## src/rtl/pe_pkg.sv

```systemverilog
// Shared width defaults and saturation-bound helpers for the double-buffered-weight PE.
package pe_pkg;

    localparam int unsigned PE_DATA_W   = 8;
    localparam int unsigned PE_WEIGHT_W = 8;
    localparam int unsigned PE_ACC_W    = 16;

    // Largest representable value of a w-bit word (w <= 63).
    function automatic logic [63:0] sat_max(input int unsigned w, input bit sgn);
        logic [63:0] one;
        one = 64'd1;
        return sgn ? ((one << (w - 1)) - 64'd1) : ((one << w) - 64'd1);
    endfunction

    // Smallest representable value, as a 64-bit pattern to be truncated to w bits.
    function automatic logic [63:0] sat_min(input int unsigned w, input bit sgn);
        logic [63:0] one;
        one = 64'd1;
        return sgn ? ~((one << (w - 1)) - 64'd1) : 64'd0;
    endfunction

endpackage

```

## src/rtl/pe_mac_core.sv

```systemverilog
// Combinational multiply-add: sum_out = sum_in + data*weight, with operand extension.
// Defining PE_SATURATE_EN clamps the sum instead of wrapping and adds the clamp output.
module pe_mac_core
    import pe_pkg::*;
#(
    parameter int unsigned DATA_W   = PE_DATA_W,
    parameter int unsigned WEIGHT_W = PE_WEIGHT_W,
    parameter int unsigned ACC_W    = PE_ACC_W,
    parameter bit          SIGNED   = 1'b1
) (
    input  logic [DATA_W-1:0]   data,
    input  logic [WEIGHT_W-1:0] weight,
    input  logic [ACC_W-1:0]    sum_in,
    output logic [ACC_W-1:0]    sum_out
`ifdef PE_SATURATE_EN
    ,
    output logic                clamp
`endif
);

    localparam int unsigned P_W = DATA_W + WEIGHT_W;
`ifdef PE_SATURATE_EN
    // One guard bit above the accumulator exposes overflow.
    localparam int unsigned X_W = ACC_W + 1;
`else
    localparam int unsigned X_W = ACC_W;
`endif

    logic [P_W-1:0] data_x;
    logic [P_W-1:0] weight_x;
    logic [P_W-1:0] prod;
    logic [X_W-1:0] prod_x;
    logic [X_W-1:0] sum_x;
    logic [X_W-1:0] total;

    // Extend operands to full product width so the low P_W bits are exact.
    always_comb begin
        if (SIGNED) begin
            data_x   = P_W'($signed(data));
            weight_x = P_W'($signed(weight));
        end else begin
            data_x   = P_W'(data);
            weight_x = P_W'(weight);
        end
        prod = data_x * weight_x;
        if (SIGNED) begin
            prod_x = X_W'($signed(prod));
            sum_x  = X_W'($signed(sum_in));
        end else begin
            prod_x = X_W'(prod);
            sum_x  = X_W'(sum_in);
        end
        total = sum_x + prod_x;
    end

`ifdef PE_SATURATE_EN
    localparam logic [ACC_W-1:0] SAT_MAX = ACC_W'(sat_max(ACC_W, SIGNED));
    localparam logic [ACC_W-1:0] SAT_MIN = ACC_W'(sat_min(ACC_W, SIGNED));

    // Signed overflow: guard and sign bits disagree; unsigned overflow: carry out.
    always_comb begin
        clamp   = 1'b0;
        sum_out = total[ACC_W-1:0];
        if (SIGNED) begin
            if (total[ACC_W] != total[ACC_W-1]) begin
                clamp   = 1'b1;
                sum_out = total[ACC_W] ? SAT_MIN : SAT_MAX;
            end
        end else if (total[ACC_W]) begin
            clamp   = 1'b1;
            sum_out = SAT_MAX;
        end
    end
`else
    assign sum_out = total;
`endif

endmodule

```

## src/rtl/pe_dbw.sv

```systemverilog
// Weight-stationary systolic MAC cell with a shadow weight on a shift chain and a rippling swap token.
// Build option PE_SATURATE_EN: saturating accumulate plus a registered sat_flag output.
module pe_dbw
    import pe_pkg::*;
#(
    parameter int unsigned DATA_W   = PE_DATA_W,
    parameter int unsigned WEIGHT_W = PE_WEIGHT_W,
    parameter int unsigned ACC_W    = PE_ACC_W,   // must be >= DATA_W + WEIGHT_W
    parameter bit          SIGNED   = 1'b1
) (
    input  logic                clock,
    input  logic                reset_n,
    input  logic                active,
    input  logic [DATA_W-1:0]   datain,
    input  logic [ACC_W-1:0]    sumin,
    input  logic [WEIGHT_W-1:0] win,
    input  logic                wwrite,
    input  logic                wswap,
    output logic [ACC_W-1:0]    maccout,
    output logic [DATA_W-1:0]   dataout,
    output logic [WEIGHT_W-1:0] wout,
    output logic                wwriteout,
    output logic                wswapout,
    output logic                activeout,
    output logic                wvalid
`ifdef PE_SATURATE_EN
    ,
    output logic                sat_flag
`endif
);

    logic [WEIGHT_W-1:0] shadow;
    logic [WEIGHT_W-1:0] act_w;
    logic [ACC_W-1:0]    mac_sum;
`ifdef PE_SATURATE_EN
    logic                mac_clamp;
`endif

    pe_mac_core #(
        .DATA_W   (DATA_W),
        .WEIGHT_W (WEIGHT_W),
        .ACC_W    (ACC_W),
        .SIGNED   (SIGNED)
    ) u_mac (
        .data    (datain),
        .weight  (act_w),
        .sum_in  (sumin),
        .sum_out (mac_sum)
`ifdef PE_SATURATE_EN
        ,
        .clamp   (mac_clamp)
`endif
    );

    assign wout = shadow;

    // All state updates use pre-edge values, so a swap reaches the MAC one cycle later.
    always_ff @(posedge clock) begin
        if (!reset_n) begin
            shadow    <= '0;
            act_w     <= '0;
            wvalid    <= 1'b0;
            maccout   <= '0;
            dataout   <= '0;
            wwriteout <= 1'b0;
            wswapout  <= 1'b0;
            activeout <= 1'b0;
`ifdef PE_SATURATE_EN
            sat_flag  <= 1'b0;
`endif
        end else begin
            if (wwrite) begin
                shadow <= win;
            end
            if (wswap) begin
                act_w  <= shadow;
                wvalid <= 1'b1;
            end
            if (active) begin
                maccout  <= mac_sum;
                dataout  <= datain;
`ifdef PE_SATURATE_EN
                sat_flag <= mac_clamp;
`endif
            end
            wwriteout <= wwrite;
            wswapout  <= wswap;
            activeout <= active;
        end
    end

endmodule

```

## config.mk

```make
export PLATFORM = sky130hd
export DESIGN_NAME = pe_dbw
export DESIGN_NICKNAME = d
export VERILOG_FILES = /design/src/rtl/pe_pkg.sv /design/src/rtl/pe_mac_core.sv /design/src/rtl/pe_dbw.sv
export SDC_FILE = /design/constraint.sdc
export NUM_CORES = 1
export LEC_CHECK = 0
export CORE_ASPECT_RATIO = 1.75
export CORE_MARGIN = 2
export CORE_UTILIZATION = 59
export CTS_CLUSTER_SIZE = 10
export DETAILED_ROUTE_END_ITERATION = 10
export PLACE_DENSITY = 0.95
export SETUP_SLACK_MARGIN = 0.1
export SKIP_LAST_GASP = 1
export SLEW_MARGIN = 25
export SYNTH_ARGS = -nofsm -noshare
export SYNTH_HDL_FRONTEND = slang
export SYNTH_SLANG_ARGS = --single-unit
export TNS_END_PERCENT = 100
```

## constraint.sdc

```tcl
create_clock -name clock -period 11.3 [get_ports clock]
set_clock_uncertainty 0.15 [all_clocks]
set_input_delay 2.26 -clock clock [delete_from_list [all_inputs] [get_ports clock]]
set_output_delay 2.26 -clock clock [all_outputs]
set_load 0.05 [all_outputs]
```

==> out/summary.md <==
## Detailed routing
• 17.8 µm — detail-routed net length per standard cell
• 0 — Antenna Nets Post-Route
• 185 — violation count after the first detailed-route iteration
• 0 — DRC violation count after routing
• 10.7 mm — Post-Route WL
• 3336 — total number of vias
• 5.57 — mean number of vias per cell
• 5 — number of detailed-route iterations in the first pass

## Finish
• 655 — number of nets in the layout
• 0.00543 mm² — post-route cell area
• 72.8% — utilization after layout
• 21.0% — synthesis-to-finish area growth
• 2.74% — fraction of layout instances using a drive strength above 1
• 0 — count of antenna diodes in the layout

## Clocking
• 0 — CTS resizes
• sky130_fd_sc_hd__clkbuf_16 — CTS root buffer
• 2 — worst-case clock buffer depth
• 2 — H-tree levels
• 0.06 ns — Reg clk slew, reported paths
• done — CTS tree
• 0 — number of setup buffers added after CTS
• 0 — number of hold-repair buffers added at the cts stage
• 0.29 ns — insertion delay to the later sink of the worst-skew pair
• 44 — clk sink count
• 5 — Num CTS Buffers

## Synthesis
• 19.6% — part of the Yosys area used for sequential elements
• sky130_fd_sc_hd__dfxtp_1 — most common flop cell mapped by yosys
• 442 — Synth Instances
• sky130_fd_sc_hd__fa_1 — library cell occupying the most area in the post-synthesis netlist
• 587 — Syn Nets
• 44 — post-synthesis register bit count
• 0 — number of warnings printed during yosys synthesis
• 31.7% — area share of the leading cell type in the synthesized netlist
• 0 — EDFF count, synth
• 0.00449 mm² — cell area after synthesis
• sky130_fd_sc_hd__fa_1 32%, sky130_fd_sc_hd__dfxtp_1 20%, sky130_fd_sc_hd__ha_1 10% — ranking of synthesized cells by area
• 0% — Post-synth ARST share
• 36 — number of unique standard cell types used by synthesis
• 72 x sky130_fd_sc_hd__inv_1, 71 x sky130_fd_sc_hd__fa_1, 44 x sky130_fd_sc_hd__dfxtp_1 — ranking of synthesized cells by instance count
• sky130_fd_sc_hd__inv_1 — leading cell type by number of instances after synthesis
• 10.2 µm² — post-synthesis area per instance

## STA
• 128 MHz — maximum clock frequency
• 7.80 ns — Final Critical Period
• 0.579 ns — worst-margin pin slew
• 0 — final number of setup-violating endpoints
• 61.4% — worst slew slack as a fraction of its limit
• 0 — final number of max-transition violations
• 0 — Fin. Hold Viols
• 0.318 ns — final-layout worst hold slack
• no — setup repair after global routing missed its margin
• 69.0% — part of the cycle the worst path needs
• 0 ns — total negative slack

## Power and ir drop
• 24.7% — clock share of power
• 110 mW/mm² — P per Cell Area
• 0.367 mW — internal power
• 38.3% — switching part of the total
• 44.7% — power share of the combinational group
• 30.6% — register share of total power
• 2.60 nW — static leakage
• 0.228 mW — switching pwr
• 0.0730 mV — VDD IR max

## Global route
• 27.3% — Global Route Usage Sum
• 0 — remaining global-route overflow
• 46 — maximum number of pins on one net before global-route repair
• 3768 — vias in the first global route
• 17.7 mm — wire length of the first global-routing pass
• 0 — number of antenna violations at the first check in global routing

## Setup path
• 9 — worst-path maximum fanout
• 7.86 ns — critical path arrival
• flip-flop — CP endpoint kind
• input pin — kind of launch point of the worst setup path
• 11.36 ns — worst path required time
• in2reg — type of the worst setup path

## Flow run
• 0 — Max-Cap Viols

## Die
• 69.9 µm — die width
• 119 µm — vertical die dimension
• 73 — # IOs
• 42 — Row Count
• 0.00835 mm² — Die Outline Area
• 0.00746 mm² — core box area
• 60.1% — starting density of the core

## Hold path
• reg2reg — worst hold-check path type

## Placed design
• 0.00528 mm² — Placement Cell Area
• 8.40 mm — Detail Placement HPWL
• 0.893 — final weighted congestion in routability-driven placement
• 72 — number of buffer cells added on primary ports

## Status
• finished clean — result of the run

[flip-flops by register name, summed over array words and instances (netlist names)]
register and count:
activeout 1, dataout 8, wout 8, maccout 16, wwriteout 1, act_w 8, wvalid 1, wswapout 1
[worst paths after layout]
check	from	endpoint	slack, ns	cells past startpoint
worst max-delay path	datain[7]	maccout[15]$_SDFFE_PN0P_	3.50	16
worst min-delay path	wvalid$_SDFFE_PN0P_	wvalid$_SDFFE_PN0P_	0.32	1
worst max register to register	act_w[0]$_SDFFE_PN0P_	maccout[15]$_SDFFE_PN0P_	5.57	15
worst min register to register	wvalid$_SDFFE_PN0P_	wvalid$_SDFFE_PN0P_	0.32	1
[cell type report]
| cell class | count | area [µm²] |
|---|---|---|
| clock buffer | 6 | 139 |
| inverter | 72 | 270 |
| sequential | 44 | 881 |
| clock inverter | 2 | 10.0 |
| timing repair buffer | 74 | 736 |
| multi-input combinational | 313 | 3280 |
| fill | 498 | 2030 |
| tap | 88 | 110 |
[cell usage in the layout (no fill, tap or decap), types with 3 or more instances in the layout]
master / netlist / final
sky130_fd_sc_hd__a21o_1: 3 / 3
sky130_fd_sc_hd__a21oi_1: 7 / 7
sky130_fd_sc_hd__and2_1: 35 / 35
sky130_fd_sc_hd__clkbuf_16: 0 / 5
sky130_fd_sc_hd__clkdlybuf4s50_1: 0 / 72
sky130_fd_sc_hd__dfxtp_1: 44 / 44
sky130_fd_sc_hd__fa_1: 71 / 71
sky130_fd_sc_hd__ha_1: 37 / 37
sky130_fd_sc_hd__inv_1: 72 / 72
sky130_fd_sc_hd__mux2i_1: 33 / 33
sky130_fd_sc_hd__nand2_1: 29 / 29
sky130_fd_sc_hd__nand3b_1: 4 / 4
sky130_fd_sc_hd__nor2b_1: 42 / 42
sky130_fd_sc_hd__o21ai_0: 8 / 8
sky130_fd_sc_hd__xnor2_1: 16 / 16
[routing by layer]
metal	wire, µm	global-route usage [%]	part of all wire [%]	vias up
met4	491	16.5	4.6	0
li1	-	-	-	1519
met5	0	0	0	-
met1	3570	28.2	33	1669
met2	6200	51.4	58	109
met3	407	2.88	3.8	39
[power by group through the flow]
stage | combinational, mW | clock, mW | sequential (mW)
after floorplan | 0.131 | 0 | 0.231
after global placement | 0.250 | 0 | 0.185
after detailed placement | 0.263 | 0 | 0.185
after CTS | 0.266 | 0.150 | 0.182
after global routing | 0.288 | 0.155 | 0.183
final | 0.266 | 0.147 | 0.182
[critical path: stages]
cell and delay [ns]:
sky130_fd_sc_hd__clkdlybuf4s50_1 0.68, sky130_fd_sc_hd__and2_1 0.56, sky130_fd_sc_hd__inv_1 0.13, sky130_fd_sc_hd__fa_1 0.52, sky130_fd_sc_hd__inv_1 0.06, sky130_fd_sc_hd__fa_1 0.48
sky130_fd_sc_hd__fa_1 0.52, sky130_fd_sc_hd__fa_1 0.60, sky130_fd_sc_hd__fa_1 0.45, sky130_fd_sc_hd__ha_1 0.35, sky130_fd_sc_hd__o21ai_0 0.18, sky130_fd_sc_hd__o21ai_1 0.15
sky130_fd_sc_hd__a31oi_2 0.29, sky130_fd_sc_hd__a21oi_1 0.11, sky130_fd_sc_hd__or3_1 0.34, sky130_fd_sc_hd__a31oi_1 0.20
[cell families after synthesis]
logic type	after synthesis	synth area share, %
xor+xnor	16	3.12
compound gates	33	4.94
fa+ha+maj	108	42.0
simple gates	121	15.3
buf+inv	85	7.17
mux	35	7.86
flops	44	19.6
[stage by stage]
| stage | setup WS (ns) | total power, mW | instances |
|---|---|---|---|
| 6_report | 3.50 | 0.595 | 599 |
| 5_1_grt | 3.33 | 0.627 | 599 |
| 4_1_cts | 3.57 | 0.597 | 599 |
| 3_5_place_dp | 3.39 | 0.448 | 591 |
| 3_3_place_gp | 3.62 | 0.434 | 591 |
| 2_1_floorplan | 4.24 | 0.362 | 442 |
No activity file was read; power rests on OpenSTA's default activity.
